File: src/rtl/image_pkg.sv
// Shared types and default geometry for the frame pixel source.
// Geometry defaults describe a 640x480 RGB444 frame.
package image_pkg;

  localparam int DEFAULT_DATA_WIDTH = 12;
  localparam int DEFAULT_IMG_WIDTH  = 640;
  localparam int DEFAULT_IMG_HEIGHT = 480;
  localparam int DEFAULT_ADDR_WIDTH = 19;

  typedef enum logic [1:0] {
    IDLE,
    RUN,
    DRAIN
  } src_state_t;

  // One stream beat: pixel plus end-of-line and start-of-frame tags.
  typedef struct packed {
    logic [DEFAULT_DATA_WIDTH-1:0] pix;
    logic                          eol;
    logic                          sof;
  } pix_beat_t;

endpackage

File: src/rtl/pixel_skid_fifo.sv
// Two-entry valid/ready FIFO; push and pop may happen in the same cycle.
// Head data appears the cycle after push and is held while pop_rdy is low.
module pixel_skid_fifo #(
  parameter int WIDTH = 14
) (
  input  logic             clk,
  input  logic             rst,
  input  logic             push_vld,
  input  logic [WIDTH-1:0] push_dat,
  output logic             pop_vld,
  input  logic             pop_rdy,
  output logic [WIDTH-1:0] pop_dat,
  output logic [1:0]       count
);

  logic [WIDTH-1:0] mem_q [2];
  logic [WIDTH-1:0] mem_d [2];
  logic             wr_ptr_q, wr_ptr_d;
  logic             rd_ptr_q, rd_ptr_d;
  logic [1:0]       count_q, count_d;
  logic             pop;

  assign pop_vld = (count_q != 2'd0);
  assign pop     = pop_vld && pop_rdy;
  assign pop_dat = mem_q[rd_ptr_q];
  assign count   = count_q;

  // The producer's credit scheme guarantees push never lands on a full FIFO.
  always_comb begin
    mem_d    = mem_q;
    wr_ptr_d = wr_ptr_q;
    rd_ptr_d = rd_ptr_q;
    count_d  = count_q;
    if (push_vld) begin
      mem_d[wr_ptr_q] = push_dat;
      wr_ptr_d        = ~wr_ptr_q;
    end
    if (pop) begin
      rd_ptr_d = ~rd_ptr_q;
    end
    count_d = count_q + {1'b0, push_vld} - {1'b0, pop};
  end

  always_ff @(posedge clk or negedge rst) begin
    if (!rst) begin
      for (int i = 0; i < 2; i++) begin
        mem_q[i] <= '0;
      end
      wr_ptr_q <= 1'b0;
      rd_ptr_q <= 1'b0;
      count_q  <= 2'd0;
    end else begin
      mem_q    <= mem_d;
      wr_ptr_q <= wr_ptr_d;
      rd_ptr_q <= rd_ptr_d;
      count_q  <= count_d;
    end
  end

endmodule

File: src/rtl/frame_pixel_source.sv
// Streams one stored frame from a 1-cycle-latency memory as raster-ordered beats.
// First beat 3 cycles after start; reads stall on 2 outstanding credits under out_ready backpressure.
module frame_pixel_source #(
  parameter int DATA_WIDTH = image_pkg::DEFAULT_DATA_WIDTH,
  parameter int IMG_WIDTH  = image_pkg::DEFAULT_IMG_WIDTH,
  parameter int IMG_HEIGHT = image_pkg::DEFAULT_IMG_HEIGHT,
  parameter int ADDR_WIDTH = image_pkg::DEFAULT_ADDR_WIDTH
) (
  input  logic                  clk,
  input  logic                  rst,
  input  logic                  start,
  output logic                  busy,
  output logic                  done,
  output logic                  mem_rd_en,
  output logic [ADDR_WIDTH-1:0] mem_addr,
  input  logic [DATA_WIDTH-1:0] mem_rd_data,
  output logic [DATA_WIDTH-1:0] pixel_out,
  output logic                  pixel_valid,
  output logic                  pixel_edge,
  output logic                  pixel_sof,
  input  logic                  out_ready
);
  import image_pkg::*;

  localparam int NPIX = IMG_WIDTH * IMG_HEIGHT;
  localparam int CW   = (IMG_WIDTH > 1) ? $clog2(IMG_WIDTH) : 1;
  localparam int RW   = (IMG_HEIGHT > 1) ? $clog2(IMG_HEIGHT) : 1;

  src_state_t            state_q, state_d;
  logic [CW-1:0]         col_q, col_d;
  logic [RW-1:0]         row_q, row_d;
  logic [ADDR_WIDTH-1:0] addr_q, addr_d;
  logic                  inflight_q, inflight_d;
  logic                  tag_eol_q, tag_eol_d;
  logic                  tag_sof_q, tag_sof_d;

  logic                  fifo_vld;
  logic [DATA_WIDTH+1:0] fifo_dat;
  logic [1:0]            fifo_count;
  logic                  pop;
  logic [2:0]            credit_used;
  logic                  last_col, last_row, last_addr;

  assign pop       = fifo_vld && out_ready;
  assign last_col  = (col_q == CW'(IMG_WIDTH - 1));
  assign last_row  = (row_q == RW'(IMG_HEIGHT - 1));
  assign last_addr = (addr_q == ADDR_WIDTH'(NPIX - 1));

  // A beat leaving the FIFO this cycle frees its slot for the read issued now,
  // which is what lets the stream sustain one beat per cycle with only 2 entries.
  assign credit_used = 3'(fifo_count) + 3'(inflight_q) - 3'(pop);

  always_comb begin
    state_d    = state_q;
    col_d      = col_q;
    row_d      = row_q;
    addr_d     = addr_q;
    tag_eol_d  = tag_eol_q;
    tag_sof_d  = tag_sof_q;
    mem_rd_en  = 1'b0;
    done       = 1'b0;

    mem_rd_en  = (state_q == RUN) && (credit_used < 3'd2);
    inflight_d = mem_rd_en;

    if (mem_rd_en) begin
      tag_eol_d = last_col;
      tag_sof_d = (col_q == '0) && (row_q == '0);
      addr_d    = last_addr ? '0 : addr_q + ADDR_WIDTH'(1);
      if (last_col) begin
        col_d = '0;
        row_d = last_row ? '0 : row_q + RW'(1);
      end else begin
        col_d = col_q + CW'(1);
      end
    end

    case (state_q)
      IDLE: begin
        if (start) state_d = RUN;
      end
      RUN: begin
        if (mem_rd_en && last_addr) state_d = DRAIN;
      end
      DRAIN: begin
        // No reads remain, so the final beat is the sole FIFO entry with nothing in flight.
        if (pop && (fifo_count == 2'd1) && !inflight_q) begin
          done    = 1'b1;
          state_d = IDLE;
        end
      end
      default: state_d = IDLE;
    endcase
  end

  always_ff @(posedge clk or negedge rst) begin
    if (!rst) begin
      state_q    <= IDLE;
      col_q      <= '0;
      row_q      <= '0;
      addr_q     <= '0;
      inflight_q <= 1'b0;
      tag_eol_q  <= 1'b0;
      tag_sof_q  <= 1'b0;
    end else begin
      state_q    <= state_d;
      col_q      <= col_d;
      row_q      <= row_d;
      addr_q     <= addr_d;
      inflight_q <= inflight_d;
      tag_eol_q  <= tag_eol_d;
      tag_sof_q  <= tag_sof_d;
    end
  end

  pixel_skid_fifo #(
    .WIDTH(DATA_WIDTH + 2)
  ) u_fifo (
    .clk      (clk),
    .rst      (rst),
    .push_vld (inflight_q),
    .push_dat ({mem_rd_data, tag_eol_q, tag_sof_q}),
    .pop_vld  (fifo_vld),
    .pop_rdy  (out_ready),
    .pop_dat  (fifo_dat),
    .count    (fifo_count)
  );

  assign busy        = (state_q != IDLE);
  assign mem_addr    = addr_q;
  assign pixel_valid = fifo_vld;
  assign pixel_out   = fifo_dat[DATA_WIDTH+1:2];
  assign pixel_edge  = fifo_dat[1];
  assign pixel_sof   = fifo_dat[0];

endmodule

File: config.mk
export PLATFORM = sky130hd
export DESIGN_NAME = frame_pixel_source
export DESIGN_NICKNAME = d
export VERILOG_FILES = /design/src/rtl/image_pkg.sv /design/src/rtl/pixel_skid_fifo.sv /design/src/rtl/frame_pixel_source.sv
export SDC_FILE = /design/constraint.sdc
export NUM_CORES = 1
export LEC_CHECK = 0
export ABC_CLOCK_PERIOD_IN_PS = 3400
export CORE_UTILIZATION = 45
export CTS_CLUSTER_DIAMETER = 60
export CTS_CLUSTER_SIZE = 12
export DETAILED_ROUTE_END_ITERATION = 12
export PLACE_DENSITY = 0.68
export SETUP_SLACK_MARGIN = 0.02
export SLEW_MARGIN = 10
export SYNTH_ARGS = -nofsm -noshare
export SYNTH_HDL_FRONTEND = slang
export SYNTH_SLANG_ARGS = --single-unit
File: constraint.sdc
create_clock -name clk -period 3.4 [get_ports clk]
set_input_delay 0.34 -clock clk [delete_from_list [all_inputs] [get_ports clk]]
set_output_delay 0.34 -clock clk [all_outputs]
set_load 0.01 [all_outputs]
==> flow_summary.json <==
{
  "p_per_area_nw_per_um2": 772,
  "synth_compound_area_share_pct": 5.33,
  "layout-drive-gt1-share_pct": 21.7,
  "worst_pin_slew_ps": 922,
  "yosys.cell_count.top_type": "dfrtp_1",
  "post_drt_wl_per_cell_um": 14.9,
  "area_growth_pct": 24.4,
  "antenna_left": 0,
  "internal_power_mw": 2.29,
  "seq_power_share_pct": 38.9,
  "timing.final.crit_period_ps": 3170,
  "vias": 2571,
  "firstDrtPassIters": 4,
  "grt_antenna_before_repair": 0,
  "die_w_um": 91.6,
  "ys_ff_latch": 75,
  "arrival_ps": 2830,
  "synthMuxAreaShare_pct": 14.3,
  "synthTopCellsByArea": "dfrtp_1, mux2_2, xnor2_1, nand2_1, nand3_1",
  "synth_area_um2": 3610,
  "routed_wirelength_um": 7130,
  "worst_setup_path_end_kind": "output port",
  "yosysSeqAreaShare_pct": 51.9,
  "rows": 32,
  "viasPerCell": 5.36,
  "cts_tree": "done",
  "drtIter0Drc": 111,
  "synth-simple-area-share_pct": 17.4,
  "dp.final_hpwl_um": 4840,
  "ys_warn_count": 0,
  "rsz0062_at_grt": "false",
  "grt_start_max_net_pins": 76,
  "drc_errors": 0,
  "core_area_um2": 7770,
  "cp-start-kind": "flop",
  "clock_sinks": 75,
  "grt_pass1_wl_um": 12400,
  "synth_fa_ha_area_share_pct": 2.63,
  "slew_headroom_pct": 38.5,
  "synth.distinct_cells": 46,
  "cap_violations": 0,
  "diodes": 0,
  "min_path_type": "in2async",
  "async_flop_share_pct": 100,
  "p_comb_share_pct": 41.1,
  "clkLatencyLatePin_ps": 340,
  "yosys.area.top_type": "dfrtp_1",
  "ctsResizeCount": 0,
  "port-buffer-count": 52,
  "die_area_um2": 8400,
  "syn_avg_cell_area_um2": 11.6,
  "boundaryPins": 53,
  "clockBufferDepth": 2,
  "postCtsSetupRepairBufs": 0,
  "nets": 396,
  "start_util_pct": 46.5,
  "synthTopCellsByCount": "dfrtp_1, mux2_2, nand2_1, nand3_1, xnor2_1",
  "holdBufCountCts": 0,
  "cts_root_buf": "clkbuf_8",
  "setup_violations": 0,
  "fin_tns_setup_ps": 0,
  "syn_nets": 334,
  "finClkSkew_ps": 11.2,
  "ir_drop_uv": 370,
  "fmax_ghz": 0.315,
  "cp_data_required_time_ps": 3060,
  "place.gp.congestion": 0.769,
  "syn_inst": 311,
  "synth_top_family_by_area": "simple AND/OR/NAND/NOR gates",
  "synth.top_cell.area_share_pct": 51.9,
  "period_share_pct": 93.3,
  "power_mw": 3.47,
  "critical_path_class": "reg2out",
  "cts_made_buffers": 9,
  "synthFlopType": "dfrtp_1",
  "grt_overflow": 0,
  "p_sw_mw": 1.18,
  "grt_use_total_pct": 18.5,
  "htreeDepth": 3,
  "synth_xor_area_share_pct": 5.57,
  "p_leak_nw": 1.94,
  "clkPwrFrac_pct": 20.0,
  "p_sw_share_pct": 34.0,
  "hold_viol_final": 0,
  "die_y_um": 91.6,
  "synth_edf_count": 0,
  "path_max_fanout": 3,
  "status": "complete, no violations",
  "path_clk_slew_ps": 80,
  "grt_pass1_vias": 2517,
  "drv_slew": 0
}
[logic make-up after synthesis]
group / Yosys count
mux: 46
flops: 75
compound gates: 30
buf+inv: 23
xor+xnor: 23
simple gates: 107
fa+ha+maj: 7
[power groups by stage]
stage          Sequential [mW]  Clock (mW)  Combinational, mW
2_1_floorplan             1.29           0              0.928
3_3_place_gp              1.35           0               1.41
3_5_place_dp              1.37           0               1.42
4_1_cts                   1.35       0.714               1.43
6_report                  1.35       0.695               1.43
5_1_grt                   1.39       0.750               1.57
[cell type report]
type	count	area, µm²
clock buffers	10	138
multi-input cells	213	1640
inverters	11	41.3
flip-flops and latches	75	1880
clock inverters	6	65.1
fillers	676	3270
well taps	102	128
repair buffers	63	603
[critical path: stages (launching register included)]
cell and delay (ps):
dfrtp_1 390, inv_1 100, nand3_2 90, o21ai_1 110, ha_2 200, fa_2 450, or3b_1 390, nand2b_4 150
inv_1 80, clkdlybuf4s50_1 540
[state kept, by name, indices dropped and copies added (netlist names)]
signal / cells
row_q: 9
u_fifo.wr_ptr_q: 1
mem_addr: 19
col_q: 10
u_fifo.rd_ptr_q: 1
tag_sof_q: 1
tag_eol_q: 1
u_fifo.count: 2
inflight_q: 1
u_fifo.mem_q: 28
state_q: 2
[cell usage in the layout (no fill, tap or decap), types with 10 or more instances in the layout]
| cell | n |
|---|---|
| dfrtp_1 | 75 |
| nand2_1 | 25 |
| mux2_2 | 45 |
| clkbuf_8 | 10 |
| nand3_1 | 16 |
| xnor2_1 | 16 |
| clkdlybuf4s50_1 | 50 |
| inv_1 | 11 |
| buf_4 | 12 |
| nor2_1 | 12 |
| o21ai_0 | 11 |
[worst paths after layout]
| check | slack (ps) | end | cells past startpoint | start |
|---|---|---|---|---|
| max in group asynchronous | 2670 | col_q[3]$_DFFE_PN0N_ | 1 | rst |
| setup / recovery | 230 | mem_rd_en | 9 | u_fifo.count[0]$_DFF_PN0_ |
| hold reg to reg | 500 | u_fifo.wr_ptr_q$_DFFE_PN0P_ | 1 | u_fifo.wr_ptr_q$_DFFE_PN0P_ |
| hold / removal | 130 | u_fifo.mem_q[3]$_DFFE_PN0P_ | 1 | rst |
| min in group clk | 380 | u_fifo.rd_ptr_q$_DFFE_PN0P_ | 3 | out_ready |
| setup reg to reg | 590 | mem_addr[18]$_DFFE_PN0N_ | 10 | u_fifo.count[0]$_DFF_PN0_ |
[stage by stage]
step | setup slack, ps | util [%] | std cells | hold WS [ps] | cell area (µm²)
floorplan | 635 | - | 311 | 44.4 | 3610
global placement | 187 | 55.1 | 464 | 477 | 4280
detailed placement | 122 | 55.1 | 464 | 490 | 4280
CTS | 103 | 57.7 | 480 | 174 | 4480
global route | 98.5 | 57.9 | 480 | 219 | 4500
finish | 229 | 57.9 | 480 | 128 | 4500
[layer usage]
| metal | wire length [µm] | global-route usage (%) | vias up |
|---|---|---|---|
| li1 | - | - | 1241 |
| met3 | 313 | 3.32 | 8 |
| met2 | 3280 | 28.1 | 57 |
| met5 | 0 | 0 | - |
| met1 | 3450 | 26.8 | 1265 |
| met4 | 88 | 6.35 | 0 |
Power figures use the tool's default switching activity.
